$ cat src/rtl/mips_mem_pkg.sv
// rtl/mips_mem_pkg.sv - access-size and FSM types plus byte-enable helper for the data memory
package mips_mem_pkg;

   typedef enum logic [1:0] {
      SZ_BYTE = 2'b00,
      SZ_HALF = 2'b01,
      SZ_WORD = 2'b10,
      SZ_RSVD = 2'b11
   } mem_size_t;

   typedef enum logic [1:0] {
      IDLE = 2'd0,
      WAIT = 2'd1,
      RESP = 2'd2
   } dmem_state_t;

   function automatic logic [3:0] lane_mask(input mem_size_t size, input logic [1:0] lane);
      logic [3:0] m;
      case (size)
         SZ_BYTE: m = 4'b0001 << lane;
         SZ_HALF: m = lane[1] ? 4'b1100 : 4'b0011;
         SZ_WORD: m = 4'b1111;
         default: m = 4'b0000;
      endcase
      return m;
   endfunction

endpackage

$ cat src/rtl/mem_lane_fmt.sv
// rtl/mem_lane_fmt.sv - store lane replication/byte-enables and load lane extraction/extension
module mem_lane_fmt
   import mips_mem_pkg::*;
(
   input  mem_size_t   st_size,
   input  logic [1:0]  st_lane,
   input  logic [31:0] st_wdata,
   output logic [31:0] st_data,
   output logic [3:0]  st_be,
   input  mem_size_t   ld_size,
   input  logic [1:0]  ld_lane,
   input  logic        ld_unsigned,
   input  logic [31:0] ld_word,
   output logic [31:0] ld_data
);

   logic [7:0]  ld_byte;
   logic [15:0] ld_half;

   always_comb begin
      st_be = lane_mask(st_size, st_lane);
      // replicate so the byte-enables alone select the destination lanes
      case (st_size)
         SZ_BYTE: st_data = {4{st_wdata[7:0]}};
         SZ_HALF: st_data = {2{st_wdata[15:0]}};
         default: st_data = st_wdata;
      endcase
   end

   always_comb begin
      ld_byte = ld_word[{ld_lane, 3'b000} +: 8];
      ld_half = ld_lane[1] ? ld_word[31:16] : ld_word[15:0];
      case (ld_size)
         SZ_BYTE: ld_data = {{24{~ld_unsigned & ld_byte[7]}}, ld_byte};
         SZ_HALF: ld_data = {{16{~ld_unsigned & ld_half[15]}}, ld_half};
         SZ_WORD: ld_data = ld_word;
         default: ld_data = 32'h0;
      endcase
   end

endmodule

$ cat src/rtl/data_mem_bytelane.sv
// rtl/data_mem_bytelane.sv - MIPS data memory with sized loads/stores, handshake and read latency
module data_mem_bytelane
   import mips_mem_pkg::*;
#(
   parameter int ADDR_W = 32,
   parameter int DEPTH  = 16,
   parameter int RD_LAT = 1
)(
   input  logic                     clk,
   input  logic                     rst,
   input  logic                     req_valid,
   output logic                     req_ready,
   input  logic                     req_we,
   input  logic [1:0]               req_size,
   input  logic                     req_unsigned,
   input  logic [ADDR_W-1:0]        req_addr,
   input  logic [31:0]              req_wdata,
   output logic                     rsp_valid,
   output logic [31:0]              rsp_rdata,
   output logic                     rsp_err,
   input  logic [$clog2(DEPTH)-1:0] dbg_addr,
   output logic [31:0]              dbg_rdata
);

   localparam int IDX_W = $clog2(DEPTH);

   dmem_state_t       state;
   logic [1:0]        cnt;
   logic [31:0]       mem [DEPTH];

   mem_size_t         lat_size;
   logic [1:0]        lat_lane;
   logic              lat_uns;
   logic [IDX_W-1:0]  lat_idx;

   mem_size_t         req_sz;
   logic [ADDR_W-3:0] req_widx;
   logic [IDX_W-1:0]  req_idx;
   logic              req_err;
   logic              accept;

   mem_size_t         ld_size;
   logic [1:0]        ld_lane;
   logic              ld_uns;
   logic [IDX_W-1:0]  ld_idx;
   logic [31:0]       ld_data;
   logic [31:0]       st_data;
   logic [3:0]        st_be;

   assign req_sz    = mem_size_t'(req_size);
   assign req_widx  = req_addr[ADDR_W-1:2];
   assign req_idx   = req_widx[IDX_W-1:0];
   assign req_ready = (state == IDLE);
   assign accept    = req_valid & req_ready;

   always_comb begin
      case (req_sz)
         SZ_BYTE: req_err = 1'b0;
         SZ_HALF: req_err = req_addr[0];
         SZ_WORD: req_err = |req_addr[1:0];
         default: req_err = 1'b1;
      endcase
      if (req_widx >= (ADDR_W-2)'(DEPTH))
         req_err = 1'b1;
   end

   // an RD_LAT==1 load formats from the live request; longer loads use the latched copy
   assign ld_size = (state == IDLE) ? req_sz           : lat_size;
   assign ld_lane = (state == IDLE) ? req_addr[1:0]    : lat_lane;
   assign ld_uns  = (state == IDLE) ? req_unsigned     : lat_uns;
   assign ld_idx  = (state == IDLE) ? req_idx          : lat_idx;

   mem_lane_fmt u_fmt (
      .st_size     (req_sz),
      .st_lane     (req_addr[1:0]),
      .st_wdata    (req_wdata),
      .st_data     (st_data),
      .st_be       (st_be),
      .ld_size     (ld_size),
      .ld_lane     (ld_lane),
      .ld_unsigned (ld_uns),
      .ld_word     (mem[ld_idx]),
      .ld_data     (ld_data)
   );

   generate
      if ((1 << IDX_W) > DEPTH) begin : g_dbg_guard
         assign dbg_rdata = (32'(dbg_addr) < 32'(DEPTH)) ? mem[dbg_addr] : 32'h0;
      end else begin : g_dbg_direct
         assign dbg_rdata = mem[dbg_addr];
      end
   endgenerate

   always_ff @(posedge clk or posedge rst) begin
      if (rst) begin
         state     <= IDLE;
         cnt       <= '0;
         rsp_valid <= 1'b0;
         rsp_rdata <= '0;
         rsp_err   <= 1'b0;
         lat_size  <= SZ_BYTE;
         lat_lane  <= '0;
         lat_uns   <= 1'b0;
         lat_idx   <= '0;
         for (int i = 0; i < DEPTH; i++)
            mem[i] <= '0;
      end else begin
         // response fields are pulses; they fall back to zero outside RESP
         rsp_valid <= 1'b0;
         rsp_err   <= 1'b0;
         rsp_rdata <= '0;
         case (state)
            IDLE: begin
               if (accept) begin
                  lat_size <= req_sz;
                  lat_lane <= req_addr[1:0];
                  lat_uns  <= req_unsigned;
                  lat_idx  <= req_idx;
                  cnt      <= '0;
                  if (req_err) begin
                     state     <= RESP;
                     rsp_valid <= 1'b1;
                     rsp_err   <= 1'b1;
                  end else if (req_we) begin
                     for (int k = 0; k < 4; k++)
                        if (st_be[k])
                           mem[req_idx][8*k +: 8] <= st_data[8*k +: 8];
                     state     <= RESP;
                     rsp_valid <= 1'b1;
                  end else if (RD_LAT > 1) begin
                     state <= WAIT;
                  end else begin
                     state     <= RESP;
                     rsp_valid <= 1'b1;
                     rsp_rdata <= ld_data;
                  end
               end
            end
            WAIT: begin
               if (cnt == 2'(RD_LAT - 2)) begin
                  state     <= RESP;
                  rsp_valid <= 1'b1;
                  rsp_rdata <= ld_data;
               end else begin
                  cnt <= cnt + 2'd1;
               end
            end
            default: state <= IDLE;
         endcase
      end
   end

endmodule
$ cat config.mk
export PLATFORM = sky130hd
export DESIGN_NAME = data_mem_bytelane
export DESIGN_NICKNAME = d
export VERILOG_FILES = /design/src/rtl/mips_mem_pkg.sv /design/src/rtl/mem_lane_fmt.sv /design/src/rtl/data_mem_bytelane.sv
export SDC_FILE = /design/constraint.sdc
export NUM_CORES = 2
export LEC_CHECK = 0
export CAP_MARGIN = 20
export CORE_ASPECT_RATIO = 0.6
export CORE_UTILIZATION = 55
export DETAILED_ROUTE_END_ITERATION = 10
export PLACE_DENSITY = 0.74
export SLEW_MARGIN = 0
export SYNTH_ARGS = -nofsm -noshare
export SYNTH_HDL_FRONTEND = slang
export SYNTH_HIERARCHICAL = 1
export SYNTH_SLANG_ARGS = --single-unit
$ cat constraint.sdc
create_clock -name clk -period 24.8 [get_ports clk]
set_input_delay 2.48 -clock clk [delete_from_list [all_inputs] [get_ports clk]]
set_output_delay 2.48 -clock clk [all_outputs]
set_load 0.02 [all_outputs]
==> out/qor.txt <==
Status = complete, no violations
Combinational share of power = 11.7%
Hold Vio Cnt, Final = 0
Synth Area in Compound Gates = 4.43%
Syn_area_per_cell = 14.1 um2
Maximum VDD drop = 0.0000494 V
Synth top area share = 45.0%
Fin util = 63.6%
Most frequent cell after synthesis = dfrtp_1
Synth area leader = dfrtp_1
Least-Margin Pin Slew = 1140 ps
Num rows = 66
Vias = 20911
Clk_skew = 21.8 ps
Final wirelength = 92.5 mm
Routed wire per std cell = 30.3 um
CP Launch Type = primary input
Sw Ratio = 26.2%
Max-slew headroom = 23.6%
Yosys reg bits = 556
Routed Antenna Nets = 0
Grt total ovfl = 0
Clock network fraction of total power = 43.7%
Top cells by count, synth = 556 x dfrtp_1, 507 x mux2_2, 224 x mux4_2, 190 x nand2_1, 90 x clkbuf_1
DR vias/cell = 6.84
GP Congestion = 0.922
Die ar. = 0.0572 mm2
Syn-to-layout area delta = 12.8%
Synth Flop Type = dfrtp_1
Unrepaired setup endpoints after global routing = no
Final Cell Area = 0.0349 mm2
Leak = 16.5 nW
Setup TNS Final = 0 ps
Clock Latency Late Sink = 600 ps
Fmax = 121 MHz
Reg2Reg Setup Slack = 19530 ps
Initial core utilization = 56.4%
Post-synth EDFFs = 0
Sequential area share after synthesis = 45.0%
Share of cells above drive strength 1 = 43.3%
Post_cts resized = 0
PwrDens = 58.6 mW/mm2
Async set or reset register ratio after synthesis = 100%
H-tree levels = 2
Hold Crit Class = reg2reg
Number of distinct library cells after synthesis = 56
Critical path data arrival time = 5790 ps
Inserted Clock Buffers = 52
Chip width = 308 um
CTS Sinks = 556
Cell Area, Synth = 0.0309 mm2
Fillcell total = 3995
Crit path kind = in2out
Mux cell area share after synthesis = 39.2%
Top cells by area, synth = dfrtp_1 45%, mux2_2 18%, mux4_2 16%, mux2i_1 2.6%, nor2_8 2.6%
Final Setup Violations = 0
Adder-cell area share of the yosys netlist = 0%
Pin count of the biggest net entering global routing = 133
Clk buf depth = 3
Worst setup path startpoint = dbg_addr[0]
CTS Root Cell = clkbuf_16
Final hold slack = 485 ps
Final Max Tran Viols = 0
Switching power = 0.536 mW
Clock-pin slew on the worst setup and hold paths = 70 ps
Internal cell power = 1.51 mW
Post-synthesis xor/xnor area fraction = 0%
Crit share post-route = 33.3%
Required time of the worst setup path = 22320 ps
Drt first pass iters = 5
Critical R2R Launch = state[1]
Initial antenna violation count = 3
Post CTS Setup Buffer Count = 0
CTS tree = yes
I/O pin count = 142
Simple-Gate Fraction of Synth Area = 8.64%
Post-Syn Instances = 2190
Hold Startpoint = lat_size[1]
Dpl hpwl = 58.3 mm
Nets = 2342
Area after DPL = 0.0329 mm2
1st-iter DRT viols = 2502
Clock period minus worst slack = 8270 ps
Worst-case reg-to-reg path depth = 10
Number of global-route vias before repair = 21047
Net Count, Synth = 2265
Synth Warn # = 6
Worst setup EP type = primary output
Max-cap violation count = 0
Worst-path fanout max = 59
GRT Overall Usage = 33.2%
Main combinational cell family by area after synthesis = multiplexers
Detailed-route DRC error count = 0
Core area = 0.0548 mm2
Hold path cells = 2
Die H = 186 um
Port Buf Inserts = 141
Flop pwr share = 44.6%
First-pass GRT wire length = 139 mm
CTS Hold Buffers Added = 0
==> layout make-up <==
type	instances	area (um2)	share of cell area [%]
repair buffers	188	1830	5.25
inverters	9	41.3	0.118
well taps	748	936	2.68
clock inverters	33	502	1.44
multi-input cells	1460	16300	46.6
clock buffers	61	1390	3.97
flip-flops and latches	556	13900	39.9
diodes	3	7.51	0.0215
==> per-layer routing <==
layer / vias to the layer above / GRT usage, % / part of all wire, %
li1: 8465 / - / -
met1: 10953 / 48.8 / 41
met2: 1250 / 46.9 / 43
met3: 243 / 9.23 / 12
met4: 0 / 12.0 / 3.5
met5: - / 0 / 0
==> critical path, cell delays in order <==
cell,delay (ps)
clkbuf_8,330
buf_16,420
buf_4,710
mux4_2,600
mux4_2,540
clkdlybuf4s50_1,570
==> placed cells by master, fill, tap and decap left out, types with 6 or more instances in the layout <==
master / synthesis / final
clkinvlp_4: 0 / 7
inv_1: 7 / 6
clkbuf_16: 0 / 53
mux2_1: 6 / 6
buf_4: 18 / 42
nor4_1: 6 / 6
clkinv_2: 0 / 9
a221o_1: 32 / 32
a21oi_1: 37 / 37
mux4_2: 224 / 224
nor2b_1: 6 / 6
mux2i_1: 81 / 78
dfrtp_1: 556 / 556
mux2_2: 507 / 506
a22oi_1: 46 / 46
nand2_1: 190 / 190
nor2_2: 22 / 22
and2_1: 32 / 32
o21ai_0: 70 / 70
nand3_1: 69 / 69
nand2b_1: 6 / 6
mux2_4: 32 / 33
nor2_8: 40 / 40
bufinv_16: 0 / 12
clkdlybuf4s50_1: 0 / 137
nor2_1: 9 / 9
==> worst paths after layout <==
| check | to |
|---|---|
| worst max-delay path | dbg_rdata[16] |
| max in group asynchronous | mem[416] |
| worst min register to register | lat_size[1] |
| min in group asynchronous | mem[275] |
| worst max register to register | rsp_rdata[8] |
| worst min-delay path | lat_size[1] |
==> flip-flops by register name, indices dropped and copies added, names as in the netlist <==
name,flops
lat_lane,2
mem,512
lat_idx,4
rsp_valid,1
state,1
lat_uns,1
lat_size,2
rsp_rdata,32
rsp_err,1
==> logic make-up (layout without fill, tap and decap cells) <==
group | after synthesis | in the layout
and+or+nand+nor | 407 | 407
DFF | 556 | 556
other | 0 | 3
AOI/OAI and AO/OA | 203 | 203
muxes | 850 | 850
buffers and inverters | 174 | 291
==> per-stage QoR <==
stage                     cells  power, mW  setup slack [ps]
after floorplan            2190       1.07              6770
after global placement     2956       1.16             16410
after detailed placement   2957       1.16             16330
after CTS                  3051       2.05             16340
after global routing       3056       2.10             16320
final                      3058       2.04             16530
==> power groups by stage <==
stage          clock network (mW)  registers (mW)  logic [mW]
2_1_floorplan                   0           0.928       0.145
3_3_place_gp                    0           0.929       0.227
3_5_place_dp                    0           0.930       0.231
4_1_cts                     0.905           0.912       0.232
5_1_grt                     0.940           0.912       0.250
6_report                    0.894           0.913       0.239
Note: power is estimated with default switching activity, not from simulation.
